File: src/rtl/hex_dff_load_sequencer_pkg.sv
// Shared encodings for the hex D-register load sequencer.
package hex_dff_load_sequencer_pkg;

  localparam int unsigned DefaultSettle = 2;

  localparam logic [2:0] StIdle   = 3'd0;
  localparam logic [2:0] StSetup  = 3'd1;
  localparam logic [2:0] StStrobe = 3'd2;
  localparam logic [2:0] StHold   = 3'd3;
  localparam logic [2:0] StAck    = 3'd4;
  localparam logic [2:0] StClear  = 3'd5;
  localparam logic [2:0] StClrAck = 3'd6;

endpackage

File: src/rtl/hex_dff_load_sequencer_rr_arbiter.sv
// Combinational round-robin arbiter: the first active request at or after ptr_i wins.
module hex_dff_load_sequencer_rr_arbiter #(
  parameter int unsigned NREQ = 4,
  parameter int unsigned PtrW = $clog2(NREQ)
) (
  input  logic [NREQ-1:0] req_i,
  input  logic [PtrW-1:0] ptr_i,
  output logic [NREQ-1:0] gnt_o,
  output logic [PtrW-1:0] idx_o,
  output logic            valid_o
);

  logic [PtrW-1:0] cand;
  logic            found;

  always_comb begin
    gnt_o = '0;
    idx_o = '0;
    cand  = '0;
    found = 1'b0;
    for (int i = 0; i < NREQ; i++) begin
      cand = PtrW'((32'(ptr_i) + 32'(i)) % NREQ);
      if (!found && req_i[cand]) begin
        found        = 1'b1;
        gnt_o[cand]  = 1'b1;
        idx_o        = cand;
      end
    end
    valid_o = found;
  end

endmodule

File: src/rtl/hex_dff_load_sequencer.sv
// Arbitrates NREQ requesters onto one clock-enable-less hex D bank: latches data, strobes the
// bank clock, waits for the outputs to settle, then acks. Also sequences bank clears.
module hex_dff_load_sequencer
  import hex_dff_load_sequencer_pkg::*;
#(
  parameter int unsigned NREQ   = 4,
  parameter int unsigned WIDTH  = 6,
  parameter int unsigned SETTLE = DefaultSettle
) (
  input  logic                  clk,
  input  logic                  clr,
  input  logic [NREQ-1:0]       req,
  input  logic [NREQ*WIDTH-1:0] data,
  input  logic                  clr_req,
  output logic [NREQ-1:0]       gnt,
  output logic [NREQ-1:0]       ack,
  output logic                  clr_ack,
  output logic [WIDTH-1:0]      reg_d,
  output logic                  reg_clk,
  output logic                  reg_clr,
  output logic                  busy
);

  localparam int unsigned PtrW = $clog2(NREQ);
  localparam int unsigned CntW = $clog2(SETTLE + 1);
  localparam logic [CntW-1:0] CntLast = CntW'(SETTLE - 1);
  localparam logic [PtrW-1:0] PtrLast = PtrW'(NREQ - 1);

  logic [2:0]       state_q, state_d;
  logic [NREQ-1:0]  gnt_q, gnt_d;
  logic [NREQ-1:0]  ack_q, ack_d;
  logic             clr_ack_q, clr_ack_d;
  logic [WIDTH-1:0] reg_d_q, reg_d_d;
  logic             reg_clk_q, reg_clk_d;
  logic             reg_clr_q, reg_clr_d;
  logic             busy_q, busy_d;
  logic [PtrW-1:0]  ptr_q, ptr_d;
  logic [CntW-1:0]  cnt_q, cnt_d;

  logic [NREQ-1:0]  win_gnt;
  logic [PtrW-1:0]  win_idx;
  logic             win_valid;
  logic [WIDTH-1:0] data_arr [NREQ];

  for (genvar g = 0; g < NREQ; g++) begin : g_unpack
    assign data_arr[g] = data[g*WIDTH +: WIDTH];
  end

  hex_dff_load_sequencer_rr_arbiter #(
    .NREQ (NREQ),
    .PtrW (PtrW)
  ) u_arb (
    .req_i   (req),
    .ptr_i   (ptr_q),
    .gnt_o   (win_gnt),
    .idx_o   (win_idx),
    .valid_o (win_valid)
  );

  always_comb begin
    state_d   = state_q;
    gnt_d     = gnt_q;
    ack_d     = '0;
    clr_ack_d = 1'b0;
    reg_d_d   = reg_d_q;
    reg_clk_d = 1'b0;
    reg_clr_d = 1'b1;
    ptr_d     = ptr_q;
    cnt_d     = cnt_q;
    unique case (state_q)
      StIdle: begin
        // Clears take priority over pending loads.
        if (clr_req) begin
          state_d   = StClear;
          reg_clr_d = 1'b0;
        end else if (win_valid) begin
          state_d = StSetup;
          gnt_d   = win_gnt;
          reg_d_d = data_arr[win_idx];
          ptr_d   = (win_idx == PtrLast) ? '0 : win_idx + 1'b1;
        end
      end
      StSetup: begin
        state_d   = StStrobe;
        reg_clk_d = 1'b1;
      end
      StStrobe: begin
        state_d = StHold;
        cnt_d   = '0;
      end
      StHold: begin
        if (cnt_q == CntLast) begin
          state_d = StAck;
          ack_d   = gnt_q;
        end else begin
          cnt_d = cnt_q + 1'b1;
        end
      end
      StAck: begin
        state_d = StIdle;
        gnt_d   = '0;
      end
      StClear: begin
        state_d   = StClrAck;
        clr_ack_d = 1'b1;
      end
      StClrAck: state_d = StIdle;
      default: begin
        state_d = StIdle;
        gnt_d   = '0;
      end
    endcase
    busy_d = (state_d != StIdle);
  end

  // The bank is held clear for as long as the controller itself is in reset.
  always_ff @(posedge clk) begin
    if (!clr) begin
      state_q   <= StIdle;
      gnt_q     <= '0;
      ack_q     <= '0;
      clr_ack_q <= 1'b0;
      reg_d_q   <= '0;
      reg_clk_q <= 1'b0;
      reg_clr_q <= 1'b0;
      busy_q    <= 1'b0;
      ptr_q     <= '0;
      cnt_q     <= '0;
    end else begin
      state_q   <= state_d;
      gnt_q     <= gnt_d;
      ack_q     <= ack_d;
      clr_ack_q <= clr_ack_d;
      reg_d_q   <= reg_d_d;
      reg_clk_q <= reg_clk_d;
      reg_clr_q <= reg_clr_d;
      busy_q    <= busy_d;
      ptr_q     <= ptr_d;
      cnt_q     <= cnt_d;
    end
  end

  assign gnt     = gnt_q;
  assign ack     = ack_q;
  assign clr_ack = clr_ack_q;
  assign reg_d   = reg_d_q;
  assign reg_clk = reg_clk_q;
  assign reg_clr = reg_clr_q;
  assign busy    = busy_q;

endmodule

File: config.mk
export PLATFORM = sky130hd
export DESIGN_NAME = hex_dff_load_sequencer
export DESIGN_NICKNAME = d
export VERILOG_FILES = /design/src/rtl/hex_dff_load_sequencer_pkg.sv /design/src/rtl/hex_dff_load_sequencer_rr_arbiter.sv /design/src/rtl/hex_dff_load_sequencer.sv
export SDC_FILE = /design/constraint.sdc
export NUM_CORES = 1
export LEC_CHECK = 0
export ABC_AREA = 1
export BUFFER_PORTS_ARGS = -buffer_cell sky130_fd_sc_hd__buf_4
export CORE_AREA = 2 2 91 93
export CTS_CLUSTER_DIAMETER = 100
export DETAILED_ROUTE_END_ITERATION = 12
export DIE_AREA = 0 0 93 95
export GPL_TIMING_DRIVEN = 0
export PLACE_DENSITY = 0.46
export SYNTH_ARGS = -nofsm -noshare
export SYNTH_HDL_FRONTEND = slang
export SYNTH_SLANG_ARGS = --single-unit
File: constraint.sdc
create_clock -name clk -period 2.16 [get_ports clk]
set_clock_uncertainty 0.15 [all_clocks]
set_input_delay 0.432 -clock clk [delete_from_list [all_inputs] [get_ports clk]]
set_output_delay 0.432 -clock clk [all_outputs]
set_load 0.02 [all_outputs]
# Word level (Yosys, flattened, before mapping)
# Index checks and enable logic that the tools add are counted.
# op_classes
n_eq_ne	10
reduce_logical	18
magnitude_cmp	9
add_sub_neg	5
bitwise_logic	6
muxes	45
# op_table
op	n
$mux W4	6
$mux W1	16
$pmux W3 S5	1
$bmux W6 S2	1
$lt A2 B3 Y1 const B	4
$mux W2	6
$mux W6	2
$or A4 B4 Y4	3
$mux W3	3
$reduce_and A3 Y1	3
$bmux W1 S2	4
$demux W1 S2	4
$ge A2 B1 Y1 const B	4
$pmux W4 S2	1
$logic_and A1 B1 Y1	7
$add A2 B1 Y2 const B	3
$eq A3 B2 Y1 const B	2
$eq A3 B3 Y1 const B	2
$reduce_or A5 Y1	1
$add A2 B2 Y2 const B	2
$ne A2 B2 Y1 const B	2
$pmux W2 S2	1
$eq A3 B1 Y1 const B	1
$ge A3 B3 Y1 const B	1
other kinds (10)	13
# word_totals
word_cells	103
out_inout_bits	18
input_bits	31
ff_bits	25

# Longest topological paths before layout
# logic_depth
depth_word	16
ltp_mapped	15
depth_no_buf	15

# Cells and area by module
# Synthesis repeated with hierarchy kept, for this count alone.
# hier_totals
hier_cells	282
hier_area_um2	1720.4
# modules_own_cells
module	area_per_inst_um2	n_inst	cells_per_inst	seq_area_each_um2
hex_dff_load_sequencer	1280.0	1	208	500.5
hex_dff_load_sequencer_rr_arbiter	440.4	1	74	0.0

# Worst setup path before layout
# No wires, ideal clock.
# synth_timing
kind	register to register
start	register ptr_q[0]
end	register reg_d_q[1], in the netlist reg_d[1]
period_less_slack_ns	2.362
setup_time_ns	0.114
slack_ns	-0.202
arrival_time_ns	2.097
stages_incl_launch_ff	16
path_buffers	1
t_required_ns	1.896
path_cell_list	dfxtp_1 inv_2 ha_1 inv_1 nand3_1 nand2_1 nand4_4 nand2_2 inv_2 nand2_4 clkinv_4 buf_6 nor2_1 nor2_1 nand2_1 nor2_1
# synth_between
elab_chain_cells	16
word_cells_on_any_way	30
classes_between	add/sub (3); mux (19); bitwise (1); reduce/logical (7)
# synth_rtl
item	line	text
start: declaration	hex_dff_load_sequencer.sv:37	logic [PtrW-1:0] ptr_q, ptr_d;
start signal: assignment	hex_dff_load_sequencer.sv:138	ptr_q <= ptr_d;
parallel branches: the longest is 16 deep, another holds $add A2 B1 Y2	-	
end signal: assignment	hex_dff_load_sequencer.sv:134	reg_d_q <= reg_d_d;
end: declaration	hex_dff_load_sequencer.sv:33	logic [WIDTH-1:0] reg_d_q, reg_d_d;
# Several ways; the timed one is not identified. The select of a mux whose other input is x is not followed.
# A chain may end at the register's enable or synchronous reset.

# Final worst setup path
# layout_timing
start	register ptr_q[1]
end	register reg_d_q[1], in the netlist reg_d[1]
# The elaborated chain is that of the path after synthesis.

==> impl_metrics.env <==
export IMPL_status="finished clean"
export IMPL_grt_setup_unrepaired="yes"
export IMPL_p_int_mw=2.08
export IMPL_ff_latch_area_um2=508
export IMPL_synthArstFlopShare_pct=0
export IMPL_leakage_nw=1.29
export IMPL_pwr_share_seq_pct=17.8
export IMPL_combPwrFrac_pct=75.7
export IMPL_yosysSeqAreaShare_pct=28.6
export IMPL_numClockSinks=25
export IMPL_gp_congestion=0.814
export IMPL_clkSlewWorstSetupHoldPaths_ns=0.09
export IMPL_drive_gt1_share_pct=35.2
export IMPL_setup_viol_count_final=0
export IMPL_postPlaceCellArea_mm2=0.00225
export IMPL_relSlewSlack_pct=69.5
export IMPL_fp_dieH_um=95
export IMPL_synthCells=266
export IMPL_diodes=0
export IMPL_area_delta_synth_final_pct=47.4
export IMPL_dieArea_mm2=0.00884
export IMPL_powerDensity_mw_per_mm2=1620
export IMPL_cp_max_fo=10
export IMPL_die_x_um=93
export IMPL_clock_fmax_mhz=474
export IMPL_power_net_switching_mw=2.10
export IMPL_cap_viol_max_count=0
export IMPL_holdWs_ns=0.267
export IMPL_ys_ff_latch=25
export IMPL_postCtsHoldBufs=0
export IMPL_tritoncts="built"
export IMPL_synth_nets=305
export IMPL_clkLatencyLatePin_ns=0.27
export IMPL_start_util_pct=22.1
export IMPL_swShare_pct=50.3
export IMPL_ant_nets=0
export IMPL_avgSynthCellArea_um2=6.59
export IMPL_period_share_pct=97.7
export IMPL_cts_buffers=3
export IMPL_vdd_drop_max_uv=478
export IMPL_ys_flop_type="dfxtp_1"
export IMPL_via_count=1823
export IMPL_synth_edf_count=0
export IMPL_layout_min_cycle_time_ns=2.11
export IMPL_antenna_found_initial=0
export IMPL_p_clk_share_pct=6.6
export IMPL_endpoint_kind="flip-flop"
export IMPL_htree_num_levels=1
export IMPL_multi_input_area_mm2=0.00114
export IMPL_fin_nets=375
export IMPL_drv_slew=0
export IMPL_layout_setup_ws_ns=0.0496
export IMPL_wirelength_um=4660
export IMPL_drc=0
export IMPL_overflow=0
export IMPL_grt_pass1_wl_um=7810
export IMPL_avgViaCountPerCell=4.14
export IMPL_coreArea_mm2=0.00793
export IMPL_grt_start_max_net_pins=15
export IMPL_cp_start_kind="flip-flop"
export IMPL_post_place_ws_ns=-0.350
export IMPL_ios=49
export IMPL_dp_hpwl_um=3460
export IMPL_ys_types=32
export IMPL_drt_pass1_iterations=4
export IMPL_grtUsageTotal_pct=10.7
export IMPL_final_area_mm2=0.00258
export IMPL_cts_root_buf="clkbuf_8"
export IMPL_drtIter0Drc=48
export IMPL_final_hold_violation_count=0
export IMPL_yosys_warnings=0
export IMPL_row_count=33
export IMPL_grt_pass1_vias=1775
export IMPL_critical_path_class="flip-flop to flip-flop"
export IMPL_fill_cells=911
export IMPL_port_buffers=48
export IMPL_routedWlPerCell_um=10.6
export IMPL_min_path_type="primary input to flip-flop"
export IMPL_crit_arrival_ns=2.13
export IMPL_clockBufferDepth=2
export IMPL_setup_tns_ns=0
export IMPL_syn_area_mm2=0.00175
export IMPL_worst_pin_slew_ns=0.458
export IMPL_cp_required_ns=2.18
[Yosys cell counts (2+ instances only)]
library cell   n  area share, %
nand2_1       63             14
inv_1         44            9.4
nor2_1        39            8.4
dfxtp_1       25             29
nand3_1       18            5.1
o21ai_0        9            2.6
a21oi_1        8            2.3
ha_1           8            5.7
nand2_2        7            2.5
nor3_1         6            1.7
nand2_4        4            2.6
nand4_1        4            1.4
nor3b_2        4            2.9
inv_2          3           0.64
nand3_2        3            1.7
buf_6          2            1.3
nor2_2         2           0.71
o211a_1        2            1.1
o22ai_1        2           0.71
[metal layers]
| layer | track usage, % | vias up | routed length (um) |
|---|---|---|---|
| met2 | 18.4 | 46 | 2230 |
| li1 | - | 974 | - |
| met5 | 0 | - | 0 |
| met4 | 1.47 | 0 | 13 |
| met1 | 14.2 | 801 | 2190 |
| met3 | 2.00 | 2 | 226 |
[critical path, stage by stage (launching register included)]
cell     delay (ns)
dfxtp_4        0.38
inv_6          0.04
ha_4           0.26
inv_4          0.07
nand3_1        0.08
nand2_2        0.12
nand4_4        0.15
buf_12         0.16
nand3_4        0.12
buf_6          0.16
nor2_1         0.07
nor3b_4        0.19
nor2_1         0.05
[stage by stage]
stage          utilization (%)  total power [mW]  instances
2_1_floorplan                -              2.55        266
3_3_place_gp              28.4              3.13        419
3_5_place_dp              28.4              3.15        419
4_1_cts                   30.5              3.77        431
5_1_grt                   32.6              4.60        440
6_report                  32.6              4.18        440
[registers in the layout, summed over array words and instances, names as in the netlist]
register,cells
reg_clk,1
ptr_q,2
cnt_q,2
reg_clr,1
reg_d,6
state_q,3
ack,4
busy,1
clr_ack,1
gnt,4
[final cells by class]
type                            instances  area share (%)
Multi-Input combinational cell        189            44.3
Timing Repair Buffer                   65            20.0
Sequential cell                        25            19.7
Inverter                               49            8.19
Tap cell                              105            5.09
Clock buffer                            3            1.60
Buffer                                  3            1.02
Clock inverter                          1           0.194
[logic make-up after synthesis]
group	Yosys count	share of synthesized area, %
buf+inv	52	12.4
simple gates	155	44.6
compound gates	26	8.71
flops	25	28.6
fa+ha+maj	8	5.71
[cell usage in the layout (no fill, tap or decap), drive strengths merged]
master	synthesis	routed
a21boi	1	1
a21oi	8	8
a31oi	1	1
buf	2	67
clkbuf	1	4
clkinv	1	1
dfxtp	25	25
ha	8	8
inv	48	49
nand2	74	74
nand3	22	22
nand3b	1	1
nand4	5	5
nor2	42	42
nor3	7	7
nor3b	4	4
o211a	2	2
o21ai	11	11
o22ai	2	2
o31ai	1	1
[repair_timing]
action	CTS	global route
pin swaps	10	12
setup endpoints to repair	14	12
cloned	0	0
endpoints found under the hold margin	0	0
resized for setup	14	18
setup buffers	8	9
[final timing paths]
kind         cells after the start        to  startpoint  slack, ns
min reg2reg                      2    ack[2]      gnt[2]       0.30
max reg2reg                     12  reg_d[1]    ptr_q[1]       0.05
max                             12  reg_d[1]    ptr_q[1]       0.05
min                              3   reg_clr         clr       0.27
[power groups by stage]
| stage | registers [mW] | clock network [mW] | logic [mW] |
|---|---|---|---|
| after floorplan | 0.855 | 0 | 1.70 |
| final | 0.743 | 0.275 | 3.16 |
| after CTS | 0.744 | 0.296 | 2.73 |
| after global routing | 0.766 | 0.309 | 3.53 |
| after detailed placement | 0.779 | 0 | 2.37 |
| after global placement | 0.776 | 0 | 2.36 |
(Power assumes the default switching activity.)
